<file path="src/rtl/if_fetch_stage.sv">
// ---------------------------------------------------------------------------
// if_fetch_stage
//
// Instruction-fetch stage. Owns the program counter, drives the
// instruction-memory request, and loads the IF/ID pipeline register that
// feeds decode. A one-entry skid buffer catches an instruction that is
// acknowledged while decode is stalled.
//
// Ports
//   Clk, reset           single clock, synchronous active-high reset
//   stall                hold IF/ID contents and PC
//   flush                invalidate the IF/ID entry at the next edge
//   redirect/redirect_pc next fetch address (bits [1:0] forced to 0)
//   imem_req/imem_addr   fetch request and address
//   imem_ready/imem_rdata acknowledge and returned instruction
//   oIR/oPC/oValid/oIC   IF/ID register outputs
//
// Handshake: a fetch completes in a cycle where imem_req=1 and imem_ready=1;
// imem_rdata is valid in that same cycle. imem_addr is held while imem_req=1
// and the fetch is not yet acknowledged. Dropping imem_req aborts a fetch.
//
// Build option: define IF_ICOUNT_EN to implement the oIC instruction
// counter; otherwise oIC is tied to 0 and no counter flops exist.
// ---------------------------------------------------------------------------
module if_fetch_stage #(
  parameter int                  PC_WIDTH   = 32,
  parameter int                  INST_WIDTH = 32,
  parameter int                  IC_WIDTH   = 8,
  parameter logic [PC_WIDTH-1:0] RESET_PC   = '0
) (
  input  logic                  Clk,
  input  logic                  reset,
  input  logic                  stall,
  input  logic                  flush,
  input  logic                  redirect,
  input  logic [PC_WIDTH-1:0]   redirect_pc,
  output logic                  imem_req,
  output logic [PC_WIDTH-1:0]   imem_addr,
  input  logic                  imem_ready,
  input  logic [INST_WIDTH-1:0] imem_rdata,
  output logic [INST_WIDTH-1:0] oIR,
  output logic [PC_WIDTH-1:0]   oPC,
  output logic                  oValid,
  output logic [IC_WIDTH-1:0]   oIC
);

  typedef enum logic [1:0] {
    ST_RST   = 2'd0,
    ST_FETCH = 2'd1,
    ST_HOLD  = 2'd2,
    ST_DRAIN = 2'd3
  } state_e;

  state_e                state_q, state_d;
  logic [PC_WIDTH-1:0]   pc_q, pc_d;
  logic [PC_WIDTH-1:0]   drain_addr_q, drain_addr_d;
  logic [INST_WIDTH-1:0] skid_ir_q, skid_ir_d;
  logic [PC_WIDTH-1:0]   skid_pc_q, skid_pc_d;
  logic [INST_WIDTH-1:0] ir_q, ir_d;
  logic [PC_WIDTH-1:0]   opc_q, opc_d;
  logic                  valid_q, valid_d;

  // Instruction handed to IF/ID this cycle (from memory or the skid buffer).
  logic                  deliver;
  logic [INST_WIDTH-1:0] deliver_ir;
  logic [PC_WIDTH-1:0]   deliver_pc;
  logic [PC_WIDTH-1:0]   redirect_tgt;

  assign redirect_tgt = redirect_pc & ~PC_WIDTH'(3);

  // Fetch FSM: next state, PC, skid buffer and memory request.
  always_comb begin
    state_d      = state_q;
    pc_d         = pc_q;
    drain_addr_d = drain_addr_q;
    skid_ir_d    = skid_ir_q;
    skid_pc_d    = skid_pc_q;
    deliver      = 1'b0;
    deliver_ir   = '0;
    deliver_pc   = '0;
    imem_req     = 1'b0;
    // While draining, the abandoned request must keep its original address.
    imem_addr    = (state_q == ST_DRAIN) ? drain_addr_q : pc_q;

    case (state_q)
      ST_RST: begin
        state_d = ST_FETCH;
      end

      ST_FETCH: begin
        imem_req = 1'b1;
        if (redirect) begin
          pc_d = redirect_tgt;
          if (!imem_ready) begin
            // Request is already visible to memory; finish it and discard.
            drain_addr_d = pc_q;
            state_d      = ST_DRAIN;
          end
        end else if (imem_ready) begin
          pc_d = pc_q + PC_WIDTH'(4);
          if (stall) begin
            skid_ir_d = imem_rdata;
            skid_pc_d = pc_q;
            state_d   = ST_HOLD;
          end else begin
            deliver    = 1'b1;
            deliver_ir = imem_rdata;
            deliver_pc = pc_q;
          end
        end
      end

      ST_HOLD: begin
        if (redirect) begin
          pc_d    = redirect_tgt;
          state_d = ST_FETCH;
        end else if (!stall) begin
          deliver    = 1'b1;
          deliver_ir = skid_ir_q;
          deliver_pc = skid_pc_q;
          state_d    = ST_FETCH;
        end
      end

      ST_DRAIN: begin
        imem_req = 1'b1;
        if (redirect) pc_d = redirect_tgt;
        if (imem_ready) state_d = ST_FETCH;
      end

      default: begin
        state_d = ST_RST;
      end
    endcase
  end

  // IF/ID register: flush beats stall beats load. An un-stalled cycle with
  // nothing delivered loads a bubble; oIR/oPC keep their old contents.
  always_comb begin
    ir_d    = ir_q;
    opc_d   = opc_q;
    valid_d = valid_q;
    if (flush) begin
      valid_d = 1'b0;
    end else if (!stall) begin
      valid_d = deliver;
      if (deliver) begin
        ir_d  = deliver_ir;
        opc_d = deliver_pc;
      end
    end
  end

  always_ff @(posedge Clk) begin
    if (reset) begin
      state_q      <= ST_RST;
      pc_q         <= RESET_PC;
      drain_addr_q <= RESET_PC;
      skid_ir_q    <= '0;
      skid_pc_q    <= '0;
      ir_q         <= '0;
      opc_q        <= '0;
      valid_q      <= 1'b0;
    end else begin
      state_q      <= state_d;
      pc_q         <= pc_d;
      drain_addr_q <= drain_addr_d;
      skid_ir_q    <= skid_ir_d;
      skid_pc_q    <= skid_pc_d;
      ir_q         <= ir_d;
      opc_q        <= opc_d;
      valid_q      <= valid_d;
    end
  end

  assign oIR    = ir_q;
  assign oPC    = opc_q;
  assign oValid = valid_q;

`ifdef IF_ICOUNT_EN
  logic [IC_WIDTH-1:0] ic_q, ic_d;

  // Counts valid IF/ID loads only; wraps naturally.
  always_comb begin
    ic_d = ic_q;
    if (!flush && !stall && deliver) ic_d = ic_q + IC_WIDTH'(1);
  end

  always_ff @(posedge Clk) begin
    if (reset) ic_q <= '0;
    else       ic_q <= ic_d;
  end

  assign oIC = ic_q;
`else
  assign oIC = '0;
`endif

endmodule

</file>
<file path="config.mk">
export PLATFORM = sky130hd
export DESIGN_NAME = if_fetch_stage
export DESIGN_NICKNAME = d
export VERILOG_FILES = /design/src/rtl/if_fetch_stage.sv
export SDC_FILE = /design/constraint.sdc
export NUM_CORES = 1
export LEC_CHECK = 0
export CAP_MARGIN = 0
export CORE_ASPECT_RATIO = 0.9
export CORE_MARGIN = 5
export CORE_UTILIZATION = 48
export DETAILED_ROUTE_END_ITERATION = 12
export GPL_ROUTABILITY_DRIVEN = 0
export PLACE_DENSITY = 0.82
export SLEW_MARGIN = 20
export SYNTH_ARGS = -nofsm -noshare
export SYNTH_HDL_FRONTEND = slang
export SYNTH_SLANG_ARGS = --single-unit
export TNS_END_PERCENT = 10
</file>
<file path="constraint.sdc">
create_clock -name Clk -period 3.25 [get_ports Clk]
set_input_delay 0.65 -clock Clk [delete_from_list [all_inputs] [get_ports Clk]]
set_output_delay 0.65 -clock Clk [all_outputs]
set_load 0.05 [all_outputs]
</file>
# Word level (Yosys, flattened, before mapping)
# Cells that the tools add are included.
dict set report word_totals {
  ff_bits 195
  inputBits 70
  output_inout_bits 106
  word_cells 59
}
dict set report classes {
  addsub 1
  eq_ne 9
  mux 27
  bitwise_logic 4
  reduce_logical 10
}
# operator count
set ops {}
lappend ops {{$mux W32} 10}
lappend ops {{$pmux W32 S2} 3}
lappend ops {{$add A32 B3 Y32 const B} 1}
lappend ops {{$mux W2} 7}
lappend ops {{$ne A3 B3 Y1 const B} 4}
lappend ops {{$reduce_and A3 Y1} 3}
lappend ops {{$pmux W2 S4} 1}
lappend ops {{$reduce_or A2 Y1} 3}
lappend ops {{$mux W1} 5}
lappend ops {{$reduce_and A5 Y1} 1}
lappend ops {{$eq A2 B2 Y1 const B} 2}
lappend ops {{$not A1 Y1} 4}
lappend ops {{$reduce_and A4 Y1} 1}
lappend ops {{$eq A2 B1 Y1 const B} 1}
lappend ops {{$logic_not A2 Y1} 1}
lappend ops {{$ne A2 B1 Y1 const B} 1}
lappend ops {{$ne A2 B2 Y1 const B} 1}
lappend ops {{$pmux W1 S2} 1}
lappend ops {{$reduce_bool A2 Y1} 1}

# Depth between registers and ports, before layout
dict set report logic_depth {
  depth_word 5
  ltp_mapped 10
  ltp_nobuf 7
}

# Worst setup path after synthesis
# No wires, ideal clock.
dict set report synth_path {
  kind {register to output}
  start {register state_q[1]}
  end {output imem_addr[13]}
  t_arrival_ns 1.988
  t_required_ns 2.600
  slack_ns 0.612
  path_stages_with_launch 5
  path_buffers 2
  path_cell_list {dfxtp_1 > ha_1 > buf_2 > clkbuf_1 > o21ai_0}
}
dict set report synth_via {
  elab_chain_cells 2
}
# element line_no
set synth_rtl {}
lappend synth_rtl {{start: declaration} 54} ;# state_e state_q, state_d;
lappend synth_rtl {{start signal: assignment} 165} ;# state_q <= state_d;
lappend synth_rtl {{$eq A2 B2 Y1} 83} ;# imem_addr = (state_q == ST_DRAIN) ? drain_addr_q : pc_q;
lappend synth_rtl {{$mux W32} 83}
lappend synth_rtl {{end: declaration} 38} ;# output logic [PC_WIDTH-1:0] imem_addr,
# Every way passes these cells.

# Final worst setup path
dict set report layout_path {
  start {register state_q[1]}
  end {output imem_addr[5]}
}
# Same word-level chain as after synthesis.

==> results.cfg <==
[run_status]
status = complete, no violations

[sta]
report.final.slew_viol_count = 0
hold_viol = 0
period_share_pct = 85.8
rsz0062_at_grt = no
finalClockSkew_ps = 9.70
clock.fmax_mhz = 359
setup_viol = 0
fin_setup_tns_ps = 0
fin_crit_ps = 2790
slew_headroom_pct = 46.7
worst_pin_slew_ps = 799

[yosys]
ys_ff_latch = 188
async_flop_share_pct = 0
synth_area_per_cell_um2 = 7.77
ys_seq_area_share_pct = 43.1
synth_enable_flop_cells = 0
postSynthCellCount = 1123
netlist_area_um2 = 8730
synthFlopType = dfxtp_1
ys_types = 60
yosys_warnings = 0

[grt]
grt_pass1_vias = 7631
antenna_found_initial = 0
grtUsageTotal_pct = 22.9
grt_overflow = 0
grt_pass1_wl_mm = 39.6
grt_max_degree = 111

[clocking]
cts_hold_buf = 0
htree_levels = 4
clockBufferDepth = 2
cts_tree = yes
clk_pin_slew_ps = 70
numCtsBuffers = 17
insertion_delay_ps = 430
cts-root-buf = clkbuf_16
cts_sinks = 188

[worst_setup_path]
rrSetupSlack_ps = 860
cp-end-kind = primary output
worstRegToRegCells = 7
worstPathRequired_ps = 2600
crit_start = state_q[1]
critPathArrivalTime_ps = 2140
reg2reg_to = pc_q[16]
cp_max_fo = 35
worstSetupPathType = reg -> out
r2r_start = state_q[1]
endpoint = imem_addr[5]
cp-start-kind = flop

[drt]
drt_first_pass_iters = 7
remaining_drc_errors = 0
wire_per_inst_um = 16.9
detail-route-antenna-nets = 0
num_vias = 8364
initialDrtViolationCount = 906
met1Wirelength_mm = 11.0
wl_met2_mm = 11.4
wl_mm = 24.8
met3_wirelength_mm = 2.12
via_per_inst = 5.71
routed.top_layer = met4

[power]
power_density_nw_per_um2 = 512
leakagePower_nw = 3.99
p_total_mw = 5.65
ir_worst_vdd_mv = 0.393

[worst_hold_path]
hold_path.class = reg -> reg

[floorplan]
core_area_um2 = 17700
rows = 46
boundaryPins = 176
fp.dieW_um = 152
die_area_um2 = 21000
start_util_pct = 49.2
die_h_um = 138

[placement]
numPortBuffers = 163
hpwlAfterDp_mm = 15.9
placed_cells = 1431

[cells_and_area]
final_cell_count_no_fill = 1464
nets = 1284
area_delta_synth_final_pct = 26.5
drive_above_1_share_pct = 9.24
postLayoutCoreUtil_pct = 62.3
fill_cells = 1545

[flow_run]
maxCapViolCount = 0
==> cell families (layout without fill, tap and decap cells) <==
| group | after synthesis | after routing | share of synthesized area, % |
|---|---|---|---|
| muxes | 36 | 36 | 4.59 |
| AOI/OAI and AO/OA | 302 | 302 | 20.8 |
| and+or+nand+nor | 459 | 459 | 24.1 |
| adders and majority gates | 4 | 4 | 0.574 |
| DFF | 188 | 188 | 43.1 |
| buffers and inverters | 133 | 224 | 6.75 |
| other | 1 | 11 | 0.0430 |
==> stage by stage <==
step,hold WS [ps],setup WS (ps),cell area [um2]
final,453,462,11000
after global routing,466,356,11000
after CTS,456,58.5,11000
after detailed placement,446,234,10400
after global placement,438,285,10400
after floorplan,433,612,8760
==> layer usage <==
metal	vias to the layer above	GRT usage, %
met3	21	5.65
met5	-	0
li1	4058	-
met2	367	37.0
met4	0	4.74
met1	3918	31.7
==> worst max-delay path: stages, from the launching register on <==
cell and delay (ps):
dfxtp_1 450, ha_4 530, mux2_2 400, dlymetal6s2s_1 320
==> layout make-up <==
type,count,area (um2),share of cell area (%)
multi-input cells,811,4440,40.2
flip-flops and latches,188,3760,34.1
repair buffers,187,1910,17.3
clock buffers,17,425,3.85
well taps,240,300,2.72
clock inverters,15,181,1.64
inverters,5,18.8,0.170
diodes,1,2.50,0.0227
==> placed cells by master (no fill, tap or decap), types with 13 or more instances in the layout <==
master	n
nor2_1	21
buf_4	24
a22oi_1	67
clkbuf_16	17
mux2_2	32
dfxtp_1	188
or3_1	68
nand2_1	285
a21oi_1	173
clkdlybuf4s50_1	130
o21ai_0	13
dlymetal6s2s_1	28
nand3_1	22
==> timing repair <==
item	4_1_cts	5_1_grt
pin swaps	0	0
hold endpoints to repair	0	0
endpoints found under the setup margin	28	28
buffers inserted	0	0
resized for setup	1	28
==> power by group <==
group	switching, mW	internal (mW)
clock network	0.986	1.16
logic	0.635	0.363
registers	0.128	2.37
==> Yosys cell counts (2+ instances only) <==
cell,n,area [um2]
o22ai_1,4,25.0
dfxtp_1,188,3760
nor3_1,11,55.1
and2_1,5,31.3
o21ai_1,2,10.0
buf_2,14,70.1
nor4_1,4,25.0
buf_6,2,22.5
a21oi_1,173,866
a22oi_1,67,503
nand2_1,286,1070
nor2_1,22,82.6
nor2b_1,2,12.5
a22o_1,2,17.5
buf_4,15,113
mux2i_1,4,40.0
or3_1,68,425
o31ai_1,5,37.5
nand2b_1,4,25.0
o211ai_1,5,37.5
clkbuf_1,91,342
a41oi_1,2,17.5
and4_1,2,17.5
ha_1,4,50.1
nand4_1,6,37.5
or2_2,3,18.8
or4_1,3,22.5
a311oi_1,2,17.5
and3_1,11,68.8
a211oi_1,3,22.5
o21ai_0,13,65.1
nand3_1,22,110
inv_1,5,18.8
o32ai_1,2,17.5
a31oi_1,9,56.3
a311o_1,3,30.0
buf_1,5,18.8
mux2_2,32,360
==> sequential cells by signal, summed over array words and instances, names as in the netlist <==
name and cells:
drain_addr_q 30, oIR 32, oPC 31, oValid 1, pc_q 30, skid_ir_q 32, skid_pc_q 30, state_q 2
==> how the worst min path moves through the flow <==
stage	from	to	slack, ps	cells after the start
6_report	oPC[6]	oPC[6]	450	2
3_5_place_dp	oIR[5]	oIR[5]	450	2
2_1_floorplan	drain_addr_q[10]	drain_addr_q[10]	430	2
4_1_cts	oIR[5]	oIR[5]	460	2
5_1_grt	drain_addr_q[31]	drain_addr_q[31]	470	2
3_3_place_gp	drain_addr_q[31]	drain_addr_q[31]	440	2
(Power assumes the default switching activity.)
